--- config.mk ---
export PLATFORM = sky130hd
export DESIGN_NAME = tt_um_param_pwm_bank
export DESIGN_NICKNAME = d
export VERILOG_FILES = /design/src/rtl/tt_um_param_pwm_bank.sv
export SDC_FILE = /design/constraint.sdc
export NUM_CORES = 1
export LEC_CHECK = 0
export ABC_CLOCK_PERIOD_IN_PS = 5000
export BUFFER_PORTS_ARGS = -buffer_cell sky130_fd_sc_hd__buf_2
export CORE_ASPECT_RATIO = 1.25
export CORE_UTILIZATION = 55
export DETAILED_ROUTE_END_ITERATION = 6
export PLACE_DENSITY = 0.77
export SYNTH_ARGS = -nofsm -noshare
export SYNTH_HDL_FRONTEND = slang
export SYNTH_SLANG_ARGS = --single-unit
export TNS_END_PERCENT = 5
--- constraint.sdc ---
create_clock -name clk -period 5 [get_ports clk]
set_clock_uncertainty 0.05 [all_clocks]
set_input_delay 0.75 -clock clk [delete_from_list [all_inputs] [get_ports clk]]
set_output_delay 0.75 -clock clk [all_outputs]
set_load 0.03 [all_outputs]
--- src/rtl/tt_um_param_pwm_bank.sv ---
// ---------------------------------------------------------------------------
// tt_um_param_pwm_bank
//
// Multi-channel PWM tile with a byte-write configuration port. Each channel
// has a double-buffered duty register (shadow written by the host, active
// loaded at the period boundary), so a duty change never cuts a pulse short.
// A global prescaler slows the period counter, and a global mode bit selects
// edge-aligned (sawtooth) or center-aligned (triangle) counting.
//
// Ports:
//   clk      tile clock
//   rst_n    active-low asynchronous reset
//   ena      tile enable; low freezes prescaler, period counter and outputs
//   ui_in    [7] write strobe (asynchronous), [5:3] register select,
//            [2:0] channel address
//   uio_in   write data
//   uo_out   [CHANNELS-1:0] PWM outputs, upper bits driven 0
//   uio_out  always 0
//   uio_oe   always 0 (all uio pins are inputs)
//
// Register map (select value):
//   0  shadow duty of channel 'addr' (ignored when addr >= CHANNELS)
//   1  prescale
//   2  mode (0 edge, 1 center); also restarts the period and loads all
//      shadow duties into the active set
//   3..7 ignored
// ---------------------------------------------------------------------------
module tt_um_param_pwm_bank #(
    parameter int CHANNELS = 4,
    parameter int WIDTH    = 4
) (
    input  logic       clk,
    input  logic       rst_n,
    input  logic       ena,
    input  logic [7:0] ui_in,
    input  logic [7:0] uio_in,
    output logic [7:0] uo_out,
    output logic [7:0] uio_out,
    output logic [7:0] uio_oe
);

    localparam logic [WIDTH-1:0] MAX = {WIDTH{1'b1}};

    typedef enum logic {
        DIR_UP   = 1'b0,
        DIR_DOWN = 1'b1
    } dir_t;

    logic                strobe_s1;
    logic                strobe_s2;
    logic                strobe_s3;
    logic [WIDTH-1:0]    shadow_duty [CHANNELS];
    logic [WIDTH-1:0]    active_duty [CHANNELS];
    logic [7:0]          prescale;
    logic [7:0]          psc_cnt;
    logic                mode;
    logic [WIDTH-1:0]    cnt;
    logic [WIDTH-1:0]    cnt_next;
    dir_t                dir;
    dir_t                dir_next;
    logic [CHANNELS-1:0] pwm;

    logic                commit;
    logic                tick;
    logic                advance;
    logic                boundary;
    logic [2:0]          reg_sel;
    logic [2:0]          addr;
    logic                unused_bits;

    assign reg_sel     = ui_in[5:3];
    assign addr        = ui_in[2:0];
    assign unused_bits = ui_in[6];

    // Strobe crosses in through two synchronizer flops; the third flop holds
    // the previous synchronized level so a rising edge yields one commit.
    always_ff @(posedge clk or negedge rst_n) begin
        if (!rst_n) begin
            strobe_s1 <= 1'b0;
            strobe_s2 <= 1'b0;
            strobe_s3 <= 1'b0;
        end else begin
            strobe_s1 <= ui_in[7];
            strobe_s2 <= strobe_s1;
            strobe_s3 <= strobe_s2;
        end
    end

    assign commit   = strobe_s2 & ~strobe_s3;
    assign tick     = (psc_cnt == prescale);
    assign advance  = tick & ena;
    assign boundary = advance & (cnt_next == '0);

    // Next counter value. Center mode turns around on reaching either end,
    // so MAX and 0 are each visited once per triangle.
    always_comb begin
        cnt_next = cnt + 1'b1;
        dir_next = DIR_UP;
        if (mode) begin
            if (dir == DIR_DOWN) begin
                cnt_next = cnt - 1'b1;
            end
            dir_next = dir;
            if (cnt_next == MAX) begin
                dir_next = DIR_DOWN;
            end else if (cnt_next == '0) begin
                dir_next = DIR_UP;
            end
        end
    end

    // Timebase and active-duty transfer. A mode write restarts the period
    // and loads the active set at once, even with ena low.
    always_ff @(posedge clk or negedge rst_n) begin
        if (!rst_n) begin
            mode    <= 1'b0;
            cnt     <= '0;
            dir     <= DIR_UP;
            psc_cnt <= 8'd0;
            for (int ch = 0; ch < CHANNELS; ch++) begin
                active_duty[ch] <= '0;
            end
        end else if (commit && reg_sel == 3'd2) begin
            mode    <= uio_in[0];
            cnt     <= '0;
            dir     <= DIR_UP;
            psc_cnt <= 8'd0;
            for (int ch = 0; ch < CHANNELS; ch++) begin
                active_duty[ch] <= shadow_duty[ch];
            end
        end else if (ena) begin
            psc_cnt <= tick ? 8'd0 : psc_cnt + 8'd1;
            if (advance) begin
                cnt <= cnt_next;
                dir <= dir_next;
            end
            // Shadow is read before this edge's own writes land, so a duty
            // write coinciding with the boundary waits one more period.
            if (boundary) begin
                for (int ch = 0; ch < CHANNELS; ch++) begin
                    active_duty[ch] <= shadow_duty[ch];
                end
            end
        end
    end

    // Host-visible configuration registers.
    always_ff @(posedge clk or negedge rst_n) begin
        if (!rst_n) begin
            prescale <= 8'd0;
            for (int ch = 0; ch < CHANNELS; ch++) begin
                shadow_duty[ch] <= '0;
            end
        end else if (commit) begin
            if (reg_sel == 3'd1) begin
                prescale <= uio_in;
            end
            if (reg_sel == 3'd0) begin
                for (int ch = 0; ch < CHANNELS; ch++) begin
                    if (addr == 3'(ch)) begin
                        shadow_duty[ch] <= uio_in[WIDTH-1:0];
                    end
                end
            end
        end
    end

    // Registered compare outputs; held while the tile is disabled.
    always_ff @(posedge clk or negedge rst_n) begin
        if (!rst_n) begin
            pwm <= '0;
        end else if (ena) begin
            for (int ch = 0; ch < CHANNELS; ch++) begin
                pwm[ch] <= (cnt < active_duty[ch]);
            end
        end
    end

    always_comb begin
        uo_out                 = 8'h00;
        uo_out[CHANNELS-1:0]   = pwm;
    end

    assign uio_out = 8'h00;
    assign uio_oe  = 8'h00;

endmodule

Word-level counts from Yosys, hierarchy flattened
Cells that the tools add are included.
{"block": "word_totals", "reg_bits": 61, "inputBits": 19, "output_inout_bits": 24, "wordCells": 70}
{"block": "classes", "addsub": 3, "magnitude_cmp": 4, "eq_ne": 8, "n_mux": 18, "bitwise": 4, "reduce_logical": 16}
{"operator": "16-bit two-way mux", "count": 3}
{"operator": "4-bit two-way mux", "count": 6}
{"operator": "8-bit two-way mux", "count": 3}
{"operator": "4-bit < comparator", "count": 4}
{"operator": "3-bit AND reduction", "count": 5}
{"operator": "3-bit by 2-bit equality test with 1-bit output (second input constant)", "count": 3}
{"operator": "8-bit by 1-bit adder with 8-bit output (second input constant)", "count": 1}
{"operator": "8-bit equality test", "count": 1}
{"operator": "4-bit logical NOT", "count": 2}
{"operator": "3-bit by 1-bit equality test with 1-bit output (second input constant)", "count": 2}
{"operator": "3-bit logical NOT", "count": 2}
{"operator": "1-bit two-way mux", "count": 6}
{"operator": "2-bit AND reduction", "count": 3}
{"operator": "2-bit nonzero test", "count": 3}
{"operator": "4-bit by 1-bit adder with 4-bit output (second input constant)", "count": 1}
{"operator": "4-bit equality test (second input constant)", "count": 1}
{"operator": "4-bit by 1-bit != test with 1-bit output (second input constant)", "count": 1}
{"operator": "4-bit by 1-bit subtractor with 4-bit output (second input constant)", "count": 1}
{"operator": "1-bit bitwise AND", "count": 3}
{"operator": "1-bit logical AND", "count": 1}
{"operator": "1-bit NOT", "count": 1}

Depth between registers and ports, before layout
Gate-level depths: netlist (run 1).
{"block": "logic_depth", "word_depth": 10, "mapped_depth": 9, "mapped_depth_nobuf": 7}

Worst setup path before layout (run 1)
OpenSTA, ideal clock, no wires.
{"block": "synth_path", "path_kind": "input port to flip-flop", "startpoint": "in ui_in[5]", "endpoint": "reg shadow_duty[12] (netlist name)", "setup_ns": 0.125, "arrival_time_ns": 2.298, "required_time_ns": 4.825, "path_slack_ns": 2.527, "stages": 4, "n_path_buf": 0, "path_cell_list": "or3b_4 > nor4_1 > nor3b_1 > mux2_2"}
{"block": "synth_between", "elab_chain_len": 2}
{"item": "start: declaration", "line_no": "35", "source": "input logic [7:0] ui_in,"}
{"item": "3-bit logical NOT", "line_no": "158", "source": "if (reg_sel == 3'd0) begin"}
{"item": "3-bit AND reduction (no line)"}
{"item": "end signal: indexed assignment", "line_no": "161", "source": "shadow_duty[ch] <= uio_in[WIDTH-1:0];"}
{"item": "end: declaration", "line_no": "52", "source": "logic [WIDTH-1:0] shadow_duty [CHANNELS];"}
Every way passes these cells.
A chain may end at the register's enable or synchronous reset.

Worst setup path after layout (run 1)
{"block": "layout_path", "startpoint": "reg cnt[0]", "endpoint": "reg active_duty[8] (netlist name)"}
{"block": "layout_between", "elab_chain_len": 8, "elab_cells_between_ends": 9, "cone_classes": "add/sub: 2; mux: 3; bitwise: 1; reduce/logical: 3"}
{"item": "start: declaration", "line_no": "57", "source": "logic [WIDTH-1:0] cnt;"}
{"item": "start signal: assignment", "line_no": "134", "source": "cnt <= cnt_next;"}
{"item": "4-bit by 1-bit adder with 4-bit output or 4-bit by 1-bit subtractor with 4-bit output (tied branches)", "line_no": "97, 101"}
{"item": "4-bit two-way mux", "line_no": "100", "source": "if (dir == DIR_DOWN) begin"}
{"item": "4-bit two-way mux", "line_no": "99", "source": "if (mode) begin"}
{"item": "4-bit two-way mux (*)", "line_no": "99"}
{"item": "4-bit logical NOT (*)", "line_no": "92", "source": "assign boundary = advance & (cnt_next == '0);"}
{"item": "1-bit bitwise AND (*)", "line_no": "92"}
{"item": "2-bit nonzero test (no line) (*)"}
{"item": "2-bit AND reduction (no line) (*)"}
{"item": "end signal: indexed assignment", "line_no": "129", "source": "active_duty[ch] <= shadow_duty[ch];"}
{"item": "end signal: indexed assignment", "line_no": "141", "source": "active_duty[ch] <= shadow_duty[ch];"}
{"item": "end: declaration", "line_no": "53", "source": "logic [WIDTH-1:0] active_duty [CHANNELS];"}
Every way passes the cells marked *; elsewhere a longest branch is shown, timed or not. The select of a mux whose other input is x is not followed.

==> results of run 1 <==
## power by group
| group | internal (mW) | leakage, nW | switching (mW) |
|---|---|---|---|
| Clock | 0.344 | 0.121 | 0.177 |
| Sequential | 0.586 | 0.805 | 0.112 |
| Combinational | 0.233 | 0.813 | 0.237 |
## layer usage
layer | part of all wire [%] | global-route usage, % | vias to the layer above
li1 | - | - | 937
met1 | 42 | 23.9 | 975
met2 | 54 | 36.9 | 52
met3 | 3.4 | 5.18 | 6
met4 | 1.2 | 9.82 | 0
met5 | 0 | 0 | -
## worst reg2reg max path, delay by kind of cell (launching register included)
family	cells	cell delay [ns]
adders and majority gates	1	0.29
muxes	2	0.66
AOI/OAI and AO/OA	1	0.82
DFF	1	0.57
buffers and inverters	1	0.21
xor gates and xnor gates	1	0.15
## registers in the layout, indices dropped and copies added (netlist names)
name	cells
dir	1
prescale	8
pwm	4
psc_cnt	8
active_duty	16
strobe_s2	1
shadow_duty	16
cnt	4
strobe_s1	1
strobe_s3	1
mode	1
## stage by stage
| stage | cells | hold WS [ns] |
|---|---|---|
| CTS | 363 | 0.313 |
| global placement | 347 | 0.291 |
| global route | 363 | 0.330 |
| finish | 363 | 0.312 |
| floorplan | 288 | 0.281 |
| detailed placement | 347 | 0.298 |
## worst max-delay path by stage
| stage | endpoint | cells past startpoint |
|---|---|---|
| after CTS | active_duty[8] | 6 |
| after floorplan | shadow_duty[12] | 4 |
| after global routing | active_duty[8] | 6 |
| after detailed placement | shadow_duty[13] | 5 |
| after global placement | shadow_duty[14] | 5 |
| final | active_duty[8] | 6 |
## logic make-up (layout without fill, tap and decap cells)
kind of cell | Yosys count | after routing | synth area share (%)
adder cells (fa/ha/maj) | 15 | 15 | 5.83
buffers and inverters | 43 | 54 | 8.55
flip-flops | 61 | 61 | 47.4
multiplexers | 45 | 45 | 17.0
other | 1 | 20 | 0.116
AND/OR/NAND/NOR | 57 | 57 | 9.44
AO/OA/AOI/OAI | 26 | 26 | 5.98
XOR/XNOR | 21 | 21 | 5.71
## final cells by class
class                      instances  area, um^2  area share (%)
sequential                        61        1530            43.5
multi-input combinational        184        1490            42.5
clock buffer                      12         145            4.14
timing repair buffer              22         113            3.21
clock inverter                     4        95.1            2.71
tap                               64        80.1            2.28
inverter                          16        60.1            1.71
## layout by cell type (no fill, tap or decap), drive strengths merged, types with 2 or more instances in the layout
cell,instances
nand3,6
inv,16
nor3b,3
xnor2,10
nand2,13
a211oi,2
conb,20
xor2,11
bufinv,3
nor3,3
nand2b,4
a21oi,5
or3,2
ha,15
nor2,13
dfrtp,61
nor4,4
a21o,8
mux2,44
clkbuf,12
buf,22
nand3b,2
a41oi,2
==> impl_metrics.json, run 1 <==
{
  "wl_mm": 5.52,
  "finalPower_mw": 1.69,
  "cts_hold_buf": 0,
  "synth.avg_cell_area_um2": 12.0,
  "fillers": 432,
  "seq_area_frac_synth_pct": 47.4,
  "crit_chain": "inv_1, ha_1, mux2i_2, xnor2_1, o41a_1, mux2_2",
  "arrival_ns": 3.03,
  "rr_worst_depth": 6,
  "cts_buffer_depth": 2,
  "ir_worst_vdd_v": 0.000328,
  "grt.total_usage_pct": 20.9,
  "slew_violations": 0,
  "grt_antenna_before_repair": 0,
  "place_ws_ns": 1.95,
  "portBuffers": 21,
  "slew-limit-headroom_pct": 34.8,
  "wl_per_cell_um": 15.2,
  "rr_endpoint": "active_duty[8]",
  "area_growth_pct": 8.97,
  "nets": 328,
  "cts_setup_buffers": 0,
  "gp_congestion": 0.807,
  "hold_depth": 0,
  "status": "complete, no violations",
  "clock_sinks": 61,
  "crit_slowest_cell": "o41a_1",
  "r2r_slack_ns": 2.13,
  "cp_slowest_stage_delay_ns": 0.82,
  "path_max_fanout": 16,
  "rsz0062_at_grt": "false",
  "dpl.hpwl_mm": 3.89,
  "cts-root-buf": "clkbuf_8",
  "r2r-start": "cnt[0]",
  "die_w_um": 70.4,
  "critical-path-top-delay-family": "compound AO/OA/AOI/OAI gates",
  "dr.pass1.iters": 5,
  "cts.clk_slew.worst_paths_ns": 0.06,
  "fmax_mhz": 348,
  "placement_rows": 30,
  "dr.first_iter.drc_count": 71,
  "synth.distinct_cells": 43,
  "drive_gt1_share_pct": 28.4,
  "power_density_nw_per_um2": 481,
  "dieArea_um2": 6170,
  "startpoint_type": "register",
  "p_leak_nw": 1.74,
  "initial_utilization_pct": 58.4,
  "crit_type": "register to register",
  "synth_most_common_cell": "dfrtp_1",
  "synthCells": 269,
  "synthArstFlopShare_pct": 100,
  "fin_setup_tns_ns": 0,
  "synthTopCellsByCount": "61 x dfrtp_1, 34 x mux2_2, 20 x buf_4",
  "fin_crit_ns": 2.87,
  "crit_start": "cnt[0]",
  "vias": 1970,
  "drtAntennaViolNets": 0,
  "worstPathRequired_ns": 5.16,
  "finalCritPeriodShare_pct": 57.5,
  "synth_edf_count": 0,
  "tightest_slew_ns": 0.979,
  "die_h_um": 87.6,
  "cts_tree": "done",
  "postLayoutCellArea_um2": 3510,
  "final-setup-viol-count": 0,
  "finalHoldViolCount": 0,
  "antenna_cells": 0,
  "cts_max_level": 3,
  "cp-end-kind": "register",
  "post_drt_via_cell_ratio": 5.43,
  "synthesis.area_um2": 3220,
  "ys.flop_type": "dfrtp_1",
  "worstHoldPathType": "register to register",
  "ys_ff_latch": 61,
  "grt_overflow": 0,
  "final_util_pct": 63.6,
  "post-synth-top-area-fraction_pct": 47.4,
  "path_buf_inv": 1,
  "ioPinCount": 43,
  "post_cts_resized": 0,
  "dpl-instance-area_um2": 3270,
  "hold_end": "strobe_s2",
  "max_cap_violations": 0,
  "grt_max_degree": 62,
  "clock_latency_ns": 0.33,
  "cts-buffers-inserted": 9,
  "grt_pass1_vias": 2045,
  "yosys-top-cells-area": "dfrtp_1 47%, mux2_2 12%, ha_1 5.8%",
  "ys_warn_count": 0,
  "drc": 0,
  "grt_pass1_wl_mm": 9.65,
  "setup_slack_ns": 2.13,
  "holdCritStartpoint": "strobe_s1",
  "core_um2": 5520,
  "synth_top_cell_by_area": "dfrtp_1"
}
Note: power is estimated with default switching activity, not from simulation.
==> inputs of run 2 (changes only) <==
- ABC_CLOCK_PERIOD_IN_PS: 5000 -> 2800
- clock period: 5 -> 2.8 ns (I/O delays scaled with it)
==> run 2 against run 1 <==
Combinational power rose by 89%. Final area down 0.29%. Non-clock buffer count grew 7. Total power is 66% higher. Highest routed layer unchanged. First-iteration DRC count is 13% higher. Flip-flop and latch count is the same. Clock power increased by 36%. Fmax increased by 20%. Worst setup slack worse by 1.7 ns.
==> impl_metrics.json, run 2 (same netlist as run 1, synthesis figures left out) <==
{
  "die_w_um": 70.4,
  "cts-root-buf": "clkbuf_8",
  "switching_share_pct": 33.5,
  "path_max_fanout": 16,
  "rsz0062_at_grt": "false",
  "area_growth_pct": 8.66,
  "top_regs": "active_duty (16), shadow_duty (16)",
  "die_h_um": 87.6,
  "ioPinCount": 43,
  "drtAntennaViolNets": 0,
  "max_cap_violations": 0,
  "placement_rows": 30,
  "grt_antenna_before_repair": 0,
  "fillers": 421,
  "fin_setup_tns_ns": 0,
  "intPower_mw": 1.87,
  "combPwrFrac_pct": 31.6,
  "highest_layer": "met4",
  "cts_max_level": 3,
  "dpl.hpwl_mm": 3.90,
  "ir_worst_vdd_v": 0.000424,
  "seq_power_share_pct": 43.2,
  "startpoint_type": "register",
  "tightest_slew_ns": 0.756,
  "met2WireLength_mm": 2.78,
  "wl_met1_mm": 2.57,
  "vias": 2023,
  "fmax_mhz": 419,
  "cts-buffers-inserted": 9,
  "drive_gt1_share_pct": 29.8,
  "nets": 335,
  "grt_max_degree": 62,
  "finalPower_mw": 2.81,
  "arrival_ns": 2.56,
  "cts_buffer_depth": 2,
  "portBuffers": 21,
  "finalHoldViolCount": 0,
  "power_density_nw_per_um2": 802,
  "cts_hold_buf": 0,
  "initial_utilization_pct": 58.4,
  "core_um2": 5520,
  "cp-end-kind": "register",
  "cts_setup_buffers": 0,
  "clock_latency_ns": 0.34,
  "fin_crit_ns": 2.39,
  "p_leak_nw": 1.75,
  "cts.clk_slew.worst_paths_ns": 0.06,
  "clock_sinks": 61,
  "worstPathRequired_ns": 2.97,
  "grt_pass1_wl_mm": 9.65,
  "status": "complete, no violations",
  "cts_tree": "done",
  "final-setup-viol-count": 0,
  "layout_common_cells": "61 x dfrtp_1, 34 x mux2_2, 21 x buf_2, 20 x conb_1, 16 x inv_1",
  "antenna_cells": 0,
  "switchingPower_uw": 941,
  "finalCritPeriodShare_pct": 85.3,
  "grt.total_usage_pct": 21.1,
  "grt_pass1_vias": 2084,
  "dr.first_iter.drc_count": 80,
  "clock_power_share_pct": 25.2,
  "dieArea_um2": 6170,
  "met3_length_um": 168,
  "post_drt_via_cell_ratio": 5.48,
  "worstHoldPathType": "input port to register",
  "crit_type": "register to register",
  "drc": 0,
  "layout_commonest_cell": "dfrtp_1",
  "grt_overflow": 0,
  "dr.pass1.iters": 4,
  "slew_violations": 0,
  "wl_per_cell_um": 15.5,
  "wl_mm": 5.73,
  "slew-limit-headroom_pct": 49.6,
  "gp_congestion": 0.846,
  "post_cts_resized": 0
}
-- run 2: cell types whose count changed in the layout (fill, tap and decap cells not counted) --
cell | before | now
buf_4 | 1 | 8
bufinv_16 | 3 | 0
clkbuf_8 | 10 | 12
-- run 2: per-layer routing --
| metal | track usage (%) | vias up |
|---|---|---|
| met5 | 0 | - |
| met1 | 26.2 | 999 |
| met3 | 3.80 | 18 |
| met4 | 15.1 | 0 |
| li1 | - | 961 |
| met2 | 33.5 | 45 |
-- run 2: power by group through the flow --
stage	Clock (mW)	Combinational [mW]	Sequential (mW)
6_report	0.708	0.886	1.21
5_1_grt	0.754	0.983	1.24
4_1_cts	0.722	0.892	1.22
3_5_place_dp	0	0.883	1.23
3_3_place_gp	0	0.847	1.22
2_1_floorplan	0	0.671	1.23
-- run 2: final timing paths --
path	start	end	slack (ns)	cells after the start
setup / recovery	cnt[1]	active_duty[10]	0.41	7
hold / removal	ui_in[7]	strobe_s1	0.14	1
setup reg to reg	cnt[1]	active_duty[10]	0.41	7
hold reg to reg	strobe_s1	strobe_s2	0.30	0
max in group asynchronous	rst_n	prescale[4]	2.02	2
min in group asynchronous	rst_n	shadow_duty[10]	0.18	2
-- run 2: through the flow --
stage / instances / hold slack [ns] / util, % / cell area (um^2) / worst slack (ns)
after floorplan: 288 / 0.0744 / - / 3290 / 0.490
after global placement: 354 / 0.287 / 60.2 / 3320 / 0.472
after detailed placement: 354 / 0.291 / 60.2 / 3320 / 0.419
after CTS: 369 / 0.127 / 63.4 / 3500 / 0.392
after global routing: 369 / 0.128 / 63.4 / 3500 / 0.299
final: 369 / 0.140 / 63.4 / 3500 / 0.413
-- run 2: worst max-delay path, stage by stage (launching register included) --
cell and delay (ns):
dfrtp_1 0.57, inv_1 0.11, ha_1 0.38, nor2_1 0.14, a22oi_1 0.07, o41a_1 0.38, buf_4 0.23, mux2_4 0.32
-- run 2: area by class of cell --
type                            instances  area (um^2)  share of cell area, %
Multi-Input combinational cell        184         1490                   42.6
Clock buffer                           14          173                   4.93
Sequential cell                        61         1530                   43.6
Inverter                               16         60.1                   1.72
Clock inverter                          1         5.00                  0.143
Tap cell                               64         80.1                   2.29
Timing Repair Buffer                   29          165                   4.72
